### src/rtl/tracker_fsm.sv
`timescale 1ns/1ps
`default_nettype none
// ============================================================================
// Module      : tracker_fsm
// Description : Line-tracking decision FSM feeding the motor stage; filters
//               the IR sensors and sequences count, follow, junction, recovery.
// Revision    : 1.0 - initial release
// ============================================================================
module tracker_fsm #(
    parameter int unsigned FILTER_LEN      = 4,
    parameter int unsigned COUNT_CYCLES    = 300_000_000,
    parameter int unsigned CHOOSE_CYCLES   = 20_000_000,
    parameter int unsigned TURN_MIN_CYCLES = 30_000_000,
    parameter int unsigned LOST_CYCLES     = 10_000_000,
    parameter int unsigned BACK_CYCLES     = 100_000_000,
    parameter logic [15:0] DIR_SEQ         = 16'h0000
) (
    input  logic       clk,
    input  logic       rst,
    input  logic       start,
    input  logic [2:0] sensor,
    output logic [4:0] mode,
    output logic [4:0] last_mode
);

    typedef enum logic [4:0] {
        ST_IDLE         = 5'd0,
        ST_START        = 5'd1,
        ST_COUNT        = 5'd2,
        ST_STRAIGHT     = 5'd3,
        ST_CHOOSE       = 5'd4,
        ST_LEFT         = 5'd5,
        ST_RIGHT        = 5'd6,
        ST_BACK         = 5'd7,
        ST_LITTLE_LEFT  = 5'd8,
        ST_LITTLE_RIGHT = 5'd9,
        ST_FINISH       = 5'd29,
        ST_STOP         = 5'd30,
        ST_ERROR        = 5'd31
    } state_t;

    localparam int unsigned      c_run_w       = $clog2(FILTER_LEN + 1);
    localparam logic [c_run_w-1:0] c_run_full  = c_run_w'(FILTER_LEN);
    localparam logic [31:0]      c_count_last  = 32'(COUNT_CYCLES - 1);
    localparam logic [31:0]      c_choose_last = 32'(CHOOSE_CYCLES - 1);
    localparam logic [31:0]      c_turn_min    = 32'(TURN_MIN_CYCLES);
    localparam logic [31:0]      c_lost_last   = 32'(LOST_CYCLES - 1);
    localparam logic [31:0]      c_back_last   = 32'(BACK_CYCLES - 1);

    logic [2:0]         r_sync1;
    logic [2:0]         r_sync2;
    logic [2:0]         r_cand;
    logic [2:0]         r_sf;
    logic [c_run_w-1:0] r_run;
    logic [c_run_w-1:0] w_run;

    state_t      r_state;
    state_t      r_last;
    state_t      w_next;
    logic        w_reenter;
    logic        w_change;
    logic        w_follow;
    logic [31:0] r_tmr;
    logic [31:0] r_lost;
    logic [2:0]  r_jidx;
    logic [2:0]  w_jidx;
    logic [1:0]  w_dir;

    // Run length of the synchronized value, saturating at FILTER_LEN.
    always_comb begin
        w_run = c_run_w'(1);
        if (r_sync2 == r_cand) begin
            w_run = (r_run == c_run_full) ? r_run : r_run + c_run_w'(1);
        end
    end

    always_ff @(posedge clk or posedge rst) begin
        if (rst) begin
            r_sync1 <= 3'b000;
            r_sync2 <= 3'b000;
            r_cand  <= 3'b000;
            r_run   <= '0;
            r_sf    <= 3'b000;
        end else begin
            r_sync1 <= sensor;
            r_sync2 <= r_sync1;
            r_cand  <= r_sync2;
            r_run   <= w_run;
            // 101 is physically impossible on a single line, so keep the last pattern.
            if (w_run == c_run_full && r_sync2 != 3'b101) begin
                r_sf <= r_sync2;
            end
        end
    end

    assign w_follow = (r_state == ST_STRAIGHT) || (r_state == ST_LITTLE_LEFT) ||
                      (r_state == ST_LITTLE_RIGHT);
    assign w_dir    = DIR_SEQ[{r_jidx, 1'b0} +: 2];

    always_comb begin
        w_next    = r_state;
        w_reenter = 1'b0;
        w_jidx    = r_jidx;
        case (r_state)
            ST_IDLE: begin
                if (start) w_next = ST_START;
            end
            ST_START: begin
                w_next = ST_COUNT;
            end
            ST_COUNT: begin
                if (r_tmr == c_count_last) w_next = ST_STRAIGHT;
            end
            ST_STRAIGHT, ST_LITTLE_LEFT, ST_LITTLE_RIGHT: begin
                if (r_sf == 3'b111) begin
                    w_next = ST_CHOOSE;
                end else if (r_lost == c_lost_last) begin
                    w_next = ST_BACK;
                end else if (r_sf == 3'b010) begin
                    w_next    = ST_STRAIGHT;
                    w_reenter = (r_state == ST_STRAIGHT);
                end else if (r_sf == 3'b100 || r_sf == 3'b110) begin
                    w_next = ST_LITTLE_LEFT;
                end else if (r_sf == 3'b001 || r_sf == 3'b011) begin
                    w_next = ST_LITTLE_RIGHT;
                end
            end
            ST_CHOOSE: begin
                if (r_tmr == c_choose_last) begin
                    if (r_jidx == 3'd7) begin
                        w_next = ST_FINISH;
                    end else begin
                        w_jidx = r_jidx + 3'd1;
                        case (w_dir)
                            2'b00:   w_next = ST_STRAIGHT;
                            2'b01:   w_next = ST_LEFT;
                            2'b10:   w_next = ST_RIGHT;
                            default: w_next = ST_FINISH;
                        endcase
                    end
                end
            end
            ST_LEFT, ST_RIGHT: begin
                if (r_tmr >= c_turn_min && r_sf == 3'b010) w_next = ST_STRAIGHT;
            end
            ST_BACK: begin
                if (r_sf != 3'b000) begin
                    w_next = ST_STRAIGHT;
                end else if (r_tmr == c_back_last) begin
                    w_next = ST_ERROR;
                end
            end
            ST_FINISH: begin
                w_next = ST_STOP;
            end
            ST_STOP, ST_ERROR: begin
                if (start) begin
                    w_next = ST_IDLE;
                    w_jidx = 3'd0;
                end
            end
            default: begin
                w_next = ST_IDLE;
            end
        endcase
    end

    assign w_change = (w_next != r_state) || w_reenter;

    always_ff @(posedge clk or posedge rst) begin
        if (rst) begin
            r_state <= ST_IDLE;
        end else begin
            r_state <= w_next;
        end
    end

    always_ff @(posedge clk or posedge rst) begin
        if (rst) begin
            r_last <= ST_IDLE;
            r_tmr  <= '0;
            r_lost <= '0;
            r_jidx <= 3'd0;
        end else begin
            r_jidx <= w_jidx;
            if (w_change) begin
                r_last <= r_state;
                r_tmr  <= '0;
            end else if (r_tmr != '1) begin
                r_tmr <= r_tmr + 32'd1;
            end
            if (w_follow && r_sf == 3'b000 && !w_change) begin
                r_lost <= r_lost + 32'd1;
            end else begin
                r_lost <= '0;
            end
        end
    end

    assign mode      = r_state;
    assign last_mode = r_last;

endmodule
`default_nettype wire

### config.mk
export PLATFORM = sky130hd
export DESIGN_NAME = tracker_fsm
export DESIGN_NICKNAME = d
export VERILOG_FILES = /design/src/rtl/tracker_fsm.sv
export SDC_FILE = /design/constraint.sdc
export NUM_CORES = 1
export LEC_CHECK = 0
export CORE_UTILIZATION = 55
export CTS_BUF_LIST = sky130_fd_sc_hd__clkbuf_16
export DETAILED_ROUTE_END_ITERATION = 7
export PLACE_DENSITY = 0.82
export SYNTH_ARGS = -nofsm -noshare
export SYNTH_HDL_FRONTEND = slang
export SYNTH_SLANG_ARGS = --single-unit
### constraint.sdc
create_clock -name clk -period 4 [get_ports clk]
set_clock_uncertainty 0.1 [all_clocks]
set_input_delay 0.4 -clock clk [delete_from_list [all_inputs] [get_ports clk]]
set_output_delay 0.4 -clock clk [all_outputs]
set_load 0.03 [all_outputs]
# [Word level (Yosys, flattened, before mapping)]
# Index checks and enable logic that the tools add are counted.
[totals] register_bits=92 input_bits=6 out_inout_bits=10 wordCells=98
[classes] add_sub_neg=4 magnitude_cmp=1 n_eq_ne=34 n_shift=1 n_mux=28 n_reduce_logical=20
[op_table] op="$mux 32" count=3
[op_table] op="$mux 5" count=13
[op_table] op="$add 32x1->32 const B" count=2
[op_table] op="$pmux 5 s9" count=1
[op_table] op="$eq 32x24->1 const B" count=1
[op_table] op="$eq 32x25->1 const B" count=1
[op_table] op="$eq 32x27->1 const B" count=1
[op_table] op="$eq 32x29->1 const B" count=1
[op_table] op="$ge 32x25->1 const B" count=1
[op_table] op="$ne 32x32->1 const B" count=1
[op_table] op="$eq 5x3->1 const B" count=4
[op_table] op="$eq 3x3->1 const B" count=6
[op_table] op="$shiftx 16x5->2 const A" count=1
[op_table] op="$eq 5x5->1 const B" count=3
[op_table] op="$mux 3" count=5
[op_table] op="$pmux 5 s3" count=1
[op_table] op="$eq 5x2->1 const B" count=2
[op_table] op="$eq 5x4->1 const B" count=2
[op_table] op="$add 3x1->3 const B" count=2
[op_table] op="$eq 3x2->1 const B" count=2
[op_table] op="$ne 2x2->1 const B" count=3
[op_table] op="$pmux 3 s2" count=1
[op_table] op="$eq 5x1->1 const B" count=1
[op_table] op="$logic_not 5->1" count=1
[op_table] op="other kinds (17)" count=29

# [Depth between registers and ports, before layout]
# Gate-level depths: netlist of the first run.
[depth] word_depth=13 mapped_depth=11 depth_no_buf=9

# [Least setup slack after synthesis of the first run]
# No wires, ideal clock.
[synth_path] kind="reg2reg" startpoint="reg r_state[1] (netlist: mode[1])" endpoint="reg r_last[2] (netlist: last_mode[2])" setup_ps=128 t_arrival_ps=2855 required_ps=3772 path_slack_ps=918 path_stages_with_launch=10 n_path_buf=1 period_less_slack_ps=3082 cell_sequence="dfrtp_1 buf_2 a21oi_1 a2111o_1 a31oi_1 a211oi_1 a311o_1 a2111oi_4 nand3_2 mux2_1"
[synth_between] elab_chain_len=8 word_cells_on_any_way=35 classes_between="13 x eq/ne; 17 x mux; 5 x reduce/logical"
[synth_rtl] element="start, declared" line_no="57" text="state_t r_state;"
[synth_rtl] element="start signal, assigned" line_no="174" text="r_state <= w_next;"
[synth_rtl] element="$mux 5" line_no="124" text="end else if (r_sf == 3'b001 || r_sf == 3'b011) begin"
[synth_rtl] element="$mux 5" line_no="122" text="end else if (r_sf == 3'b100 || r_sf == 3'b110) begin"
[synth_rtl] element="$mux 5" line_no="119" text="end else if (r_sf == 3'b010) begin"
[synth_rtl] element="$mux 5" line_no="117" text="end else if (r_lost == c_lost_last) begin"
[synth_rtl] element="$mux 5" line_no="115" text="if (r_sf == 3'b111) begin"
[synth_rtl] element="$pmux 5 s9" line_no="104" text="case (r_state)"
[synth_rtl] element="$ne 5x5->1" line_no="168" text="assign w_change = (w_next != r_state) || w_reenter;"
[synth_rtl] element="$logic_or 1x1->1 *" line_no="168"
[synth_rtl] element="end signal, assigned" line_no="187" text="r_last <= r_state;"
[synth_rtl] element="end, declared" line_no="58" text="state_t r_last;"
# Mark *: on every way between the ends. The rest lies on a longest branch, timed or not.
# A chain may end at the register's enable or synchronous reset.

# [Final worst setup path of the first run]
[layout_path] startpoint="reg r_state[0] (netlist: mode[0])" endpoint="reg r_tmr[25]"
[layout_between] elab_chain_len=9 word_cells_on_any_way=37 classes_between="13 x eq/ne; 18 x mux; 6 x reduce/logical"
[layout_rtl] element="$mux 5" line_no="124"
[layout_rtl] element="$mux 5" line_no="122"
[layout_rtl] element="$mux 5" line_no="119"
[layout_rtl] element="$mux 5" line_no="117"
[layout_rtl] element="$mux 5" line_no="115"
[layout_rtl] element="$pmux 5 s9" line_no="104"
[layout_rtl] element="$ne 5x5->1" line_no="168"
[layout_rtl] element="$logic_or 1x1->1 *" line_no="168"
[layout_rtl] element="$mux 32 or $reduce_bool 2->1 (tied branches)"
[layout_rtl] element="end signal, assigned" line_no="190" text="r_tmr <= r_tmr + 32'd1;"
[layout_rtl] element="end, declared" line_no="63" text="logic [31:0] r_tmr;"
# Marked as above.

==> results of run 1 <==
## logic make-up (layout without fill, tap and decap cells)
| family | count (synthesis) | count (layout) |
|---|---|---|
| mux | 10 | 10 |
| buf+inv | 34 | 51 |
| flops | 92 | 92 |
| fa+ha+maj | 7 | 7 |
| xor+xnor | 63 | 63 |
| simple gates | 273 | 273 |
| compound gates | 46 | 46 |
## metrics by stage
stage / worst slack, ns / total power, mW / hold slack, ns / area (um2)
global placement: 0.713 / 1.71 / 0.232 / 5160
global route: 0.399 / 2.63 / 0.244 / 5440
finish: 0.547 / 2.52 / 0.245 / 5440
CTS: 0.545 / 2.53 / 0.246 / 5440
floorplan: 0.918 / 1.56 / 0.231 / 4890
detailed placement: 0.562 / 1.73 / 0.236 / 5160
## power by group through the flow
stage | clock network (mW) | logic [mW] | registers [mW]
after floorplan | 0 | 0.474 | 1.08
after global placement | 0 | 0.658 | 1.06
after detailed placement | 0 | 0.673 | 1.06
after CTS | 0.816 | 0.674 | 1.04
after global routing | 0.851 | 0.728 | 1.05
final | 0.807 | 0.668 | 1.04
## final timing paths
| check | startpoint | to | slack [ns] | cells after the start |
|---|---|---|---|---|
| worst max-delay path | mode[0] | r_tmr[25] | 0.55 | 8 |
| min in group asynchronous | rst | r_lost[21] | 0.43 | 2 |
| worst max register to register | mode[0] | r_tmr[25] | 0.55 | 8 |
| worst min-delay path | r_sync1[0] | r_sync2[0] | 0.24 | 0 |
| max in group asynchronous | rst | mode[2] | 2.68 | 3 |
| worst min register to register | r_sync1[0] | r_sync2[0] | 0.24 | 0 |
## final cells by class
class	count	area, um2
Clock buffer	9	225
Clock inverter	7	56.3
Fill cell	725	3240
Inverter	12	46.3
Multi-Input combinational cell	399	2450
Sequential cell	92	2300
Tap cell	108	135
Timing Repair Buffer	23	223
## critical path, stage by stage, from the launching register on
cell and delay, ns:
dfrtp_1 0.54, or4b_2 0.69, or4_1 0.49, nor4_1 0.38
a211o_1 0.19, mux2_2 0.35, nand3_2 0.13, buf_4 0.34
nor2_1 0.11
## flip-flops by register name (all words and copies together) (netlist names)
register	flops
r_sync1	3
r_cand	3
r_tmr	32
r_sync2	3
r_sf	3
r_run	3
r_lost	32
last_mode	5
mode	5
r_jidx	3
## routing by layer
layer	track usage (%)	vias up	share of wire [%]
met3	3.79	11	5.1
li1	-	1857	-
met2	39.2	112	49
met1	30.2	1870	45
met5	0	-	0
met4	8.58	0	1.0
## layout by cell type (no fill, tap or decap), drive strengths merged, types with 3 or more instances in the layout
master | synthesis | routed
xor2 | 32 | 32
buf | 9 | 8
or3 | 3 | 3
a31oi | 5 | 5
clkinv | 0 | 3
and2 | 5 | 5
and4 | 6 | 6
nand2 | 42 | 42
a211oi | 4 | 4
a21oi | 12 | 12
nor4bb | 3 | 3
or2 | 3 | 3
o21ai | 10 | 10
xnor2 | 31 | 31
nand4 | 13 | 13
and3 | 12 | 12
inv | 12 | 14
nor4 | 10 | 10
nor2 | 94 | 94
nor4b | 6 | 6
ha | 7 | 7
mux2 | 8 | 8
clkbuf | 13 | 9
or4 | 3 | 3
dfrtp | 92 | 92
clkdlybuf4s50 | 0 | 15
nor3b | 5 | 5
nor3 | 13 | 13
nand3 | 43 | 43
==> impl_metrics.json, run 1 <==
{
  "die_h_um": 96.3,
  "timing_hold_violations_final": 0,
  "drtIter0Drc": 258,
  "clk_path_buf_depth": 2,
  "fin_util_pct": 62.7,
  "synthXorXnorAreaFrac_pct": 11.3,
  "dp_hpwl_um": 7080,
  "p_sw_share_pct": 34.2,
  "initial_utilization_pct": 56.4,
  "drv_cap": 0,
  "grt-ovfl-total": 0,
  "synth_top_cell_by_area": "dfrtp_1",
  "dp.cells": 634,
  "combPwrFrac_pct": 26.5,
  "antennaDiodeCount": 0,
  "finalWirelength_um": 10100,
  "arrival_ns": 3.56,
  "rsz0062_at_grt": "false",
  "wire_per_inst_um": 15.6,
  "synth_top_family_by_area": "simple AND/OR/NAND/NOR gates",
  "grt_pass1_vias": 3751,
  "muxShareOfSynthArea_pct": 2.25,
  "synth_compound_area_share_pct": 6.65,
  "tightest_slew_ns": 0.850,
  "async_flop_share_pct": 100,
  "port_buffers": 15,
  "grt_max_degree": 51,
  "synth.area.top_cells": "dfrtp_1, nor2_1, xor2_1",
  "cts_setup_buffers": 0,
  "cts_root_buf": "clkbuf_16",
  "dr.pass1.iters": 5,
  "nets": 550,
  "ys_warn_count": 0,
  "ys.flop_type": "dfrtp_1",
  "finalSetupTns_ns": 0,
  "routed_via_density": 5.92,
  "synth_adder_area_share_pct": 1.79,
  "synth_commonest_cells": "nor2_1, dfrtp_1, nand2_1, nand3_1, xor2_1",
  "dieArea_mm2": 0.00928,
  "syn-num-nets": 538,
  "p_clk_share_pct": 32.1,
  "outcome": "completed",
  "synthesis.area_mm2": 0.00489,
  "synth_seq_area_share_pct": 47.1,
  "path_max_fanout": 32,
  "max_freq_mhz": 290,
  "drcViolationCount": 0,
  "synth_cell_type_count": 51,
  "synthCells": 525,
  "avgSynthCellArea_um2": 9.32,
  "synth.most_common_cell": "nor2_1",
  "finalSetupViolCount": 0,
  "min_period_ns": 3.45,
  "synth_simple_gate_area_share_pct": 28.1,
  "core-area_mm2": 0.00868,
  "min_path_type": "flip-flop to flip-flop",
  "powerDensity_mw_per_mm2": 463,
  "io_pins": 16,
  "postRouteAntennaNets": 0,
  "path_clk_slew_ns": 0.07,
  "cp_data_required_time_ns": 4.11,
  "path_class": "flip-flop to flip-flop",
  "layout-drive-gt1-share_pct": 6.27,
  "cts_resized": 0,
  "cts_buffers": 9,
  "syn2layout_area_growth_pct": 11.2,
  "end_kind": "flip-flop",
  "p_int_mw": 1.66,
  "num_rows": 34,
  "maxSlewHeadroom_pct": 43.3,
  "vias": 3850,
  "seqPwrFrac_pct": 41.4,
  "hold_buffers": 0,
  "globalplace.congestion": 0.887,
  "grt_pass1_wl_um": 16700,
  "power.switching_uw": 861,
  "clkLatencyLatePin_ns": 0.34,
  "grt_usage_pct": 23.3,
  "antenna_found_initial": 0,
  "cp-start-kind": "flip-flop",
  "cts.sinks": 92,
  "synth_edf_count": 0,
  "drv_slew": 0,
  "fp.dieW_um": 96.3,
  "ir_drop_uv": 264,
  "htreeDepth": 3,
  "yosys_register_bits": 92,
  "stdcell_count": 650,
  "yosys.area.top_type_share_pct": 47.1,
  "p_leak_nw": 2.19,
  "cts_tree": "built",
  "fin_crit_sh_pct": 86.3
}
(Power assumes the default switching activity.)
==> inputs of run 2 (changes only) <==
- PLACE_DENSITY: 0.82 -> 0.79
==> impl_metrics.json, run 2 (synthesized netlist as in run 1, its figures left out) <==
{
  "min_path_type": "flip-flop to flip-flop",
  "num_rows": 34,
  "cp_num_buf_inv": 1,
  "vias": 3815,
  "cts_root_buf": "clkbuf_16",
  "finalWirelength_um": 10000,
  "timing_hold_violations_final": 0,
  "critical_path.max_stage_delay_ns": 0.72,
  "cts_buffers": 9,
  "fillers": 714,
  "drtIter0Drc": 330,
  "antenna_found_initial": 0,
  "wire_per_inst_um": 15.4,
  "cp_data_required_time_ns": 4.11,
  "cts_tree": "built",
  "syn2layout_area_growth_pct": 12.0,
  "grt-ovfl-total": 0,
  "arrival_ns": 3.57,
  "top_regs": "r_lost (32), r_tmr (32)",
  "globalplace.congestion": 0.930,
  "mostFrequentLayoutCells": "nor2_1, dfrtp_1, nand3_1, nand2_1, xor2_1",
  "fin_ws_ns": 0.542,
  "max_freq_mhz": 289,
  "path_class": "flip-flop to flip-flop",
  "multi_input_area_mm2": 0.00245,
  "ir_drop_uv": 235,
  "hold_buffers": 0,
  "clkLatencyLatePin_ns": 0.34,
  "r2r_slack_ns": 0.54,
  "powerDensity_mw_per_mm2": 484,
  "path_clk_slew_ns": 0.07,
  "outcome": "completed",
  "end_kind": "flip-flop",
  "htreeDepth": 3,
  "dp_hpwl_um": 6860,
  "cts_setup_buffers": 0,
  "layout_commonest_cell": "nor2_1",
  "nets": 550,
  "grt_pass1_wl_um": 16800,
  "dr.pass1.iters": 5,
  "finalSetupTns_ns": 0,
  "dieArea_mm2": 0.00928,
  "clk_path_buf_depth": 2,
  "postRouteAntennaNets": 0,
  "fin_crit_sh_pct": 86.5,
  "tightest_slew_ns": 0.977,
  "path_max_fanout": 32,
  "cp_cell_sequence": "or4b_2, or4_1, nor4_1, a211o_1, mux2_2, nand3_2, buf_4, nor2_1",
  "cts.sinks": 92,
  "p_leak_nw": 2.21,
  "cp-start-kind": "flip-flop",
  "grt_pass1_vias": 3658,
  "drcViolationCount": 0,
  "min_period_ns": 3.46,
  "routed_via_density": 5.87,
  "ff_latch_area_mm2": 0.00230,
  "post-place-ws_ns": 0.575,
  "port_buffers": 15,
  "cts_resized": 0,
  "fp.dieW_um": 96.3,
  "antennaDiodeCount": 0,
  "drv_slew": 0,
  "initial_utilization_pct": 56.4,
  "hold_path_depth": 0,
  "io_pins": 16,
  "die_h_um": 96.3,
  "critical_path_cell_count": 8,
  "grt_usage_pct": 23.5,
  "cp_slowest_cell": "or4b_2",
  "rsz0062_at_grt": "false",
  "finalSetupViolCount": 0,
  "maxSlewHeadroom_pct": 34.9,
  "cp_top_family": "simple AND/OR/NAND/NOR gates",
  "core-area_mm2": 0.00868,
  "layout-drive-gt1-share_pct": 6.46,
  "grt_max_degree": 59,
  "drv_cap": 0,
  "reg2reg_depth": 8
}
## run 2: power breakdown
| group | switching [mW] | internal [mW] | total (mW) |
|---|---|---|---|
| sequential | 0.0710 | 0.979 | 1.05 |
| clock | 0.383 | 0.560 | 0.943 |
| combinational | 0.418 | 0.243 | 0.661 |
| total | 0.872 | 1.78 | 2.65 |
## run 2: through the flow
stage / power, mW / cell area (um2) / cells / hold WS [ns] / utilization [%]
floorplan: 1.56 / 4890 / 525 / 0.231 / -
global placement: 1.71 / 5140 / 634 / 0.232 / 59.3
detailed placement: 1.73 / 5140 / 634 / 0.235 / 59.3
CTS: 2.67 / 5480 / 650 / 0.251 / 63.1
global route: 2.78 / 5480 / 650 / 0.264 / 63.1
finish: 2.65 / 5480 / 650 / 0.250 / 63.1
## run 2: final timing paths
| path | from | end |
|---|---|---|
| max in group asynchronous | rst | r_tmr[23] |
| hold / removal | r_sync1[0] | r_sync2[0] |
| setup reg to reg | mode[2] | r_tmr[30] |
| min in group asynchronous | rst | r_lost[30] |
| setup / recovery | mode[2] | r_tmr[30] |
| hold reg to reg | r_sync1[0] | r_sync2[0] |
## run 2: area by class of cell
cell class              instances  share of cell area [%]
clock buffers                   9                    4.11
multi-input cells             399                    44.7
clock inverters                 7                    1.96
well taps                     108                    2.47
flip-flops and latches         92                    42.0
repair buffers                 23                    3.84
inverters                      12                   0.845
## run 2: worst reg2reg max path, cell delays in order (launching register included)
cell and delay [ns]:
dfrtp_1 0.58, or4b_2 0.73, or4_1 0.49, nor4_1 0.31, a211o_1 0.18, mux2_2 0.36
nand3_2 0.14, buf_4 0.34, nor2_1 0.11
## run 2: metal layers
metal / vias to the layer above / share of wire, % / track usage, %
li1: 1852 / - / -
met1: 1843 / 47 / 31.6
met2: 99 / 48 / 38.9
met3: 21 / 3.7 / 4.19
met4: 0 / 1.5 / 7.11
met5: - / 0 / 0
